$ cat src/rtl/line_sensor_conditioner.sv
// line_sensor_conditioner: sync + debounce front end for the rover sensors.
// Emits clean levels, edge pulses, a cone latch and a line-lost timer.
module line_sensor_debounce #(
  parameter int WIDTH = 1,
  parameter int CYCLES = 16,
  parameter logic [WIDTH-1:0] INIT = '0
) (
  input  logic             clk,
  input  logic             reset_n,
  input  logic [WIDTH-1:0] s,
  output logic [WIDTH-1:0] q,
  output logic [WIDTH-1:0] q_next
);
  localparam int CW = $clog2(CYCLES + 1);

  logic [CW-1:0]    cnt;
  logic [CW-1:0]    cnt_next;
  logic [CW-1:0]    cnt_step;
  logic [WIDTH-1:0] s_prev;

  // A new differing pattern restarts the run at 1
  always_comb begin
    cnt_step = (cnt == '0 || s != s_prev) ?
               CW'(1) : cnt + CW'(1);
    q_next   = q;
    cnt_next = '0;
    if (s != q) begin
      if (cnt_step == CW'(CYCLES)) q_next = s;
      else cnt_next = cnt_step;
    end
  end

  always_ff @(posedge clk or negedge reset_n) begin
    if (!reset_n) begin
      q      <= INIT;
      cnt    <= '0;
      s_prev <= INIT;
    end else begin
      q      <= q_next;
      cnt    <= cnt_next;
      s_prev <= s;
    end
  end
endmodule

module line_sensor_conditioner #(
  parameter int DEBOUNCE_CYCLES = 16,
  parameter int LOST_CYCLES = 1000
) (
  input  logic       clk,
  input  logic       reset_n,
  input  logic [2:0] induct_raw,
  input  logic       proxim_raw,
  input  logic       red_raw,
  output logic [2:0] induct,
  output logic       proxim,
  output logic       red,
  output logic       red_rise,
  output logic       red_fall,
  output logic       proxim_rise,
  output logic       cone_flag,
  output logic       line_lost
);
  localparam int LW = $clog2(LOST_CYCLES + 1);
  localparam logic [4:0] IDLE = 5'b11100;

  logic [4:0]    sync1;
  logic [4:0]    sync2;
  logic [2:0]    induct_next;
  logic          proxim_next;
  logic          red_next;
  logic [LW-1:0] lcnt;

  always_ff @(posedge clk or negedge reset_n) begin
    if (!reset_n) begin
      sync1 <= IDLE;
      sync2 <= IDLE;
    end else begin
      sync1 <= {induct_raw, proxim_raw, red_raw};
      sync2 <= sync1;
    end
  end

  line_sensor_debounce #(
    .WIDTH(3), .CYCLES(DEBOUNCE_CYCLES), .INIT(3'b111)
  ) u_induct (
    .clk(clk), .reset_n(reset_n), .s(sync2[4:2]),
    .q(induct), .q_next(induct_next)
  );

  line_sensor_debounce #(
    .WIDTH(1), .CYCLES(DEBOUNCE_CYCLES), .INIT(1'b0)
  ) u_proxim (
    .clk(clk), .reset_n(reset_n), .s(sync2[1]),
    .q(proxim), .q_next(proxim_next)
  );

  line_sensor_debounce #(
    .WIDTH(1), .CYCLES(DEBOUNCE_CYCLES), .INIT(1'b0)
  ) u_red (
    .clk(clk), .reset_n(reset_n), .s(sync2[0]),
    .q(red), .q_next(red_next)
  );

  // Driven from next-level so pulses and counts line up with the levels
  always_ff @(posedge clk or negedge reset_n) begin
    if (!reset_n) begin
      red_rise    <= 1'b0;
      red_fall    <= 1'b0;
      proxim_rise <= 1'b0;
      cone_flag   <= 1'b0;
      lcnt        <= '0;
    end else begin
      red_rise    <= red_next & ~red;
      red_fall    <= ~red_next & red;
      proxim_rise <= proxim_next & ~proxim;
      if (proxim_next & ~proxim) cone_flag <= 1'b1;
      else if (~red_next & red) cone_flag <= 1'b0;
      if (induct_next != 3'b111) lcnt <= '0;
      else if (lcnt != LW'(LOST_CYCLES)) lcnt <= lcnt + LW'(1);
    end
  end

  assign line_lost = (lcnt == LW'(LOST_CYCLES));
endmodule

$ cat config.mk
export PLATFORM = sky130hd
export DESIGN_NAME = line_sensor_conditioner
export DESIGN_NICKNAME = d
export VERILOG_FILES = /design/src/rtl/line_sensor_conditioner.sv
export SDC_FILE = /design/constraint.sdc
export NUM_CORES = 1
export LEC_CHECK = 0
export ABC_AREA = 1
export CAP_MARGIN = 10
export CORE_ASPECT_RATIO = 0.8
export CORE_UTILIZATION = 56
export CTS_BUF_LIST = sky130_fd_sc_hd__clkbuf_2
export DETAILED_ROUTE_END_ITERATION = 8
export PLACE_DENSITY = 0.77
export SYNTH_ARGS = -nofsm -noshare
export SYNTH_HDL_FRONTEND = slang
export SYNTH_SLANG_ARGS = --single-unit
$ cat constraint.sdc
create_clock -name clk -period 2.25 [get_ports clk]
set_input_delay 0.45 -clock clk [delete_from_list [all_inputs] [get_ports clk]]
set_output_delay 0.45 -clock clk [all_outputs]
set_load 0.005 [all_outputs]
==> impl_results.md, run 1 <==
* Core footprint at 3880 sq um
* Cell area power density at 519 nW/um^2
* DRC at 0
* Critical-path cell list: clkdlybuf4s50_1
* Worst Skew at 0.0128 ns
* Via/cell ratio at 4.85
* Synthesized cell area at 2330 sq um
* Chip Width at 74.1 microns
* Die area at 4420 sq um
* Final Core Density at 0.686
* Global-route wire length before repair at 6790 microns
* Worst-margin pin slew at 0.483 ns
* Final GP Congestion at 0.860
* Final wirelength at 3990 microns
* Total CTS buffers at 5
* Max Freq at 508 MHz
* Placed Area at 2570 sq um
* Total Power at 1380 uW
* Syn-to-layout area delta at 14.5%
* Number of synthesized flops with an enable pin at 0
* Max transition margin at 0.678
* CP bufs+invs at 1
* Hold Path Class: flip-flop to flip-flop
* MaxCap Viol Count at 0
* Synth unique cells at 22
* Fin crit period at 1.97 ns
* Setup TNS at 0 ns
* Seq/Total Area, Yosys at 0.534
* Clk sink count at 49
* FF+latch count, synth at 49
* Syn avg cell area at 8.49 sq um
* Layout cells sized above 1 at 0.118
* TritonCTS clock tree: done
* Worst path slowest cell: dfstp_2
* DR iter-0 viols at 101
* Peak supply drop at 0.509 mV
* Share of the synthesized area in the top cell type at 0.398
* Tcrit/Tclk final at 0.875
* Vias at 1,742
* Ranking of synthesized cells by area: dfrtp_1 40%, dfstp_2 14%, inv_1 9.0%, nand2_1 8.9%, nor2_1 6.3%
* Fillers at 320
* Critical path type: flip-flop to primary output
* Hold Vio Cnt, Final at 0
* Grt total ovfl at 0
* Vias in the first global route at 1,596
* Top-count cell post-synth: inv_1
* Post-synth ARST share at 1.00
* Leak Pwr at 0.00132 uW
* Synth Flop Type: dfrtp_1
* Yosys synthesis warning count at 0
* Final #Nets at 318
* Synth Instances at 274
* Post-DRT Antenna Nets at 0
* Status: complete, no violations
* Initial Utilization at 0.600
* Crit path max fanout at 3
* CTS Root Cell: clkbuf_2
* Commonest cells in the synthesized netlist: 56 x inv_1, 55 x nand2_1, 39 x nor2_1
* Die Span Y at 59.6 microns
* Max Transition Viols Final at 0
* CP required at 1.80 ns
* CP Capture Type: primary output
* Clock Path Buffers at 2
* Clk slew on worst S/H paths at 0.23 ns
* Initial antenna violation count at 0
* Syn nets at 289
* RSZ-0062 raised after global routing: false
* Pre-CTS setup slack at 0.303 ns
* CP max stage delay at 0.62 ns
* I/O Pins at 17
* DP HPWL at 2930 microns
* Final worst setup slack at 0.281 ns
* Port bufs at 16
* Finished Cell Area at 2660 sq um
* Row cnt at 20
* Cell family with most CP delay: flip-flops
* Largest net degree at the start of global routing at 29
* Tot GR Track Use at 0.205
* Final Setup Violations at 0
* Worst Path Arrival at 1.52 ns
* Area leader, netlist: dfrtp_1
* WL/cell at 11.1 microns
* Startpoint types: flip-flop
* Htree depth at 2
* Worst-skew pair later-pin latency at 0.40 ns
* Antenna cells at 0
* DR pass1 iterations at 4
-- final timing paths --
path                                  from        end  slack (ns)  cells past startpoint
min                               sync1[3]   sync2[3]        0.37                      0
max in group asynchronous          reset_n   sync2[3]        1.17                      3
max                          u_induct.q[1]  induct[1]        0.28                      1
min in group asynchronous          reset_n    lcnt[4]        0.50                      2
max reg2reg                u_induct.cnt[0]    lcnt[6]        0.30                     12
min reg2reg                       sync1[3]   sync2[3]        0.37                      0
-- cells in the final DEF (no fill, tap or decap), drive strengths merged, types with 2 or more instances in the layout --
cell	count
nand2	58
inv	57
nor2	41
dfrtp	37
nand3	17
clkdlybuf4s50	14
dfstp	12
nor3	11
o21ai	8
ha	8
xnor2	6
xor2	6
nand4	6
buf	6
clkbuf	5
nor4	3
clkinv	2
-- sequential cells by signal, summed over array words and instances, names as in the netlist --
register         count
lcnt                10
red_fall             1
u_red.s_prev         1
red_rise             1
u_induct.cnt         5
u_proxim.s_prev      1
sync2                5
u_red.q              1
proxim_rise          1
u_induct.s_prev      3
sync1                5
u_induct.q           3
u_proxim.q           1
cone_flag            1
u_proxim.cnt         5
u_red.cnt            5
-- metal layers --
metal  vias up  routed length (microns)  global-route usage  part of all wire
li1        893                        -                   -                 -
met1       810                     1890               0.283              0.47
met2        30                     1900               0.332              0.48
met3         9                      141              0.0425             0.035
met4         0                       51              0.0522             0.013
met5         -                        0                   0                 0
-- power by group --
group / internal, uW / total (uW) / switching [uW]
logic: 42.2 / 112 / 69.4
registers: 910 / 932 / 21.6
clock network: 72.7 / 337 / 264
-- through the flow --
step	hold WS [ns]	cells
detailed placement	0.336	346
CTS	0.374	357
floorplan	0.154	274
global placement	0.336	346
global route	0.369	359
finish	0.373	359
-- cell type report --
cell class	instances	area (sq um)	share of cell area
multi-input cells	168	878	0.330
inverters	57	214	0.0804
clock buffers	5	25.0	0.00940
well taps	55	68.8	0.0258
clock inverters	3	17.5	0.00658
flip-flops and latches	49	1240	0.466
repair buffers	22	218	0.0818
-- kinds of logic (layout without fill, tap and decap cells) --
logic type               after synthesis  in the layout  share of synthesized area
AND/OR/NAND/NOR                      138            138                      0.263
buffers and inverters                 57             87                     0.0920
flip-flops                            49             49                      0.534
XOR/XNOR                              12             12                     0.0452
AO/OA/AOI/OAI                         10             10                     0.0231
adder cells (fa/ha/maj)                8              8                     0.0430
-- timing repair --
action,4_1_cts,5_1_grt
pin swaps,1,1
gates resized for setup,2,2
hold buffers,1,0
setup buffers,2,2
hold endpoints to repair,17,0
setup endpoints to repair,1,1
-- worst register-to-register path: cells and delay by family (launching register included) --
family | cells | cell delay, ns
adders and majority gates | 1 | 0.28
buffers and inverters | 2 | 0.14
and+or+nand+nor | 9 | 0.97
DFF | 1 | 0.52
Note: power is estimated with default switching activity, not from simulation.
==> inputs of run 2 (changes only) <==
Settings changed: MAX_ROUTING_LAYER from default to met4, SETUP_SLACK_MARGIN from default to 0.4.
==> impl_results.md, run 2 (same netlist as run 1, synthesis figures left out) <==
* Top reg by flops: lcnt
* Critical-path cell list: inv_2 -> nor2_1 -> nand4_1 -> nor2_4 -> clkbuf_2
* Port bufs at 16
* Cell area power density at 485 nW/um^2
* WL/cell at 12.4 microns
* Total CTS buffers at 5
* Initial Utilization at 0.600
* Syn-to-layout area delta at 26.0%
* Fillers at 291
* Worst Path Arrival at 1.50 ns
* Clk slew on worst S/H paths at 0.25 ns
* DR pass1 iterations at 4
* Min-Delay Startpoint: sync1[3]
* MaxCap Viol Count at 0
* CTS Root Cell: clkbuf_2
* Pre-CTS setup slack at 0.303 ns
* Post-DRT Antenna Nets at 0
* TritonCTS clock tree: done
* Max Freq at 512 MHz
* Max FFs per register at 10
* Largest net degree at the start of global routing at 29
* Hold Path Class: flip-flop to flip-flop
* I/O Pins at 17
* Startpoint types: flip-flop
* DRC at 0
* Fin crit period at 1.95 ns
* RSZ-0062 raised after global routing: true
* Tot GR Track Use at 0.216
* Die area at 4420 sq um
* Max Transition Viols Final at 0
* Setup TNS at 0 ns
* Critical path type: flip-flop to primary output
* R2r endpoint: lcnt[2]
* CP max stage delay at 0.43 ns
* Worst path slowest cell: dfrtp_1
* Final wirelength at 4670 microns
* R2R cell count at 12
* Switching pwr at 379 uW
* Tcrit/Tclk final at 0.868
* Global-route wire length before repair at 6910 microns
* Final GP Congestion at 0.874
* Commonest cells after routing, fill and taps aside: 51 x nand2_1, 47 x inv_1, 35 x dfrtp_1
* Peak supply drop at 0.511 mV
* Grt total ovfl at 0
* Initial antenna violation count at 0
* Core footprint at 3880 sq um
* Commonest non-fill, non-tap cell in the layout: nand2_1
* Antenna cells at 0
* Layout cells sized above 1 at 0.268
* Worst setup path end: line_lost
* Clk pwr share at 0.244
* CP required at 1.80 ns
* Status: complete, no violations
* Die Span Y at 59.6 microns
* Via/cell ratio at 4.92
* Crit path from: lcnt[3]
* Max transition margin at 0.671
* Final #Nets at 335
* Chip Width at 74.1 microns
* Htree depth at 2
* Clk sink count at 49
* Worst-margin pin slew at 0.493 ns
* Hold Vio Cnt, Final at 0
* Crit path max fanout at 4
* Flop pwr share at 0.655
* Reg-to-reg startpoint: u_induct.cnt[0]
* Reg2Reg Setup Slack at 0.45 ns
* Vias in the first global route at 1,618
* Comb pwr share at 0.101
* DP HPWL at 2930 microns
* Row cnt at 20
* Final worst setup slack at 0.297 ns
* Worst Skew at 0.0244 ns
* Vias at 1,851
* DR iter-0 viols at 107
* CP Capture Type: primary output
* Final Setup Violations at 0
* Sw frac at 0.267
* Worst-skew pair later-pin latency at 0.41 ns
* Internal Pwr Total at 1040 uW
* Clock Path Buffers at 2
* Leak Pwr at 0.00142 uW
==> run 2: changes by cell type in the layout (fill, tap and decap cells not counted), moves of 5 or more <==
cell,previous run,this run
buf_4,4,20
nor2_1,38,29
inv_1,55,47
nand3_1,16,11
inv_2,2,10
nor2_2,1,7
==> run 2: critical path, delay by kind of cell (launching register included) <==
family                 cells  cell delay [ns]
AND/OR/NAND/NOR            3             0.47
flip-flops                 1             0.43
buffers and inverters      2             0.19
==> run 2: worst min-delay path by stage <==
stage                 to  slack, ns  cells after the start
2_1_floorplan  cone_flag       0.15                      0
3_3_place_gp    sync2[0]       0.34                      0
3_5_place_dp    sync2[1]       0.34                      0
4_1_cts         sync2[3]       0.37                      0
5_1_grt         sync1[2]       0.37                      1
6_report        sync2[3]       0.37                      0
==> run 2: area by class of cell <==
class	instances	area [sq um]	share of cell area
Tap cell	55	68.8	0.0235
Timing Repair Buffer	38	329	0.112
Multi-Input combinational cell	169	1030	0.353
Sequential cell	49	1240	0.424
Clock inverter	3	17.5	0.00598
Clock buffer	5	25.0	0.00854
Inverter	57	214	0.0730
==> run 2: metrics by stage <==
step	total power [uW]	cells	hold slack, ns	cell area, sq um	utilization
global placement	1050	346	0.336	2570	0.663
floorplan	1010	274	0.154	2330	-
global route	1500	376	0.369	2930	0.756
CTS	1410	365	0.374	2710	0.699
finish	1420	376	0.373	2930	0.756
detailed placement	1060	346	0.336	2570	0.663
==> run 2: power by group through the flow <==
stage / sequential [uW] / clock (uW) / combinational, uW
2_1_floorplan: 940 / 0 / 66.6
3_5_place_dp: 946 / 0 / 111
3_3_place_gp: 944 / 0 / 107
6_report: 932 / 347 / 144
4_1_cts: 930 / 355 / 121
5_1_grt: 935 / 401 / 163
==> run 2: what timing repair did <==
item,CTS,global route
gates cloned,0,1
hold buffers,1,0
endpoints found under the setup margin,14,15
resized for setup,10,43
pin swaps,4,18
hold endpoints to repair,17,0
setup buffers,10,10
==> run 2: layer usage <==
layer | vias to the layer above | GRT usage | routed length [microns] | part of all wire
li1 | 933 | - | - | -
met1 | 882 | 0.285 | 2140 | 0.46
met2 | 31 | 0.347 | 2370 | 0.51
met3 | 5 | 0.0408 | 128 | 0.027
met4 | 0 | 0.0495 | 29 | 0.0062
met5 | - | - | 0 | 0
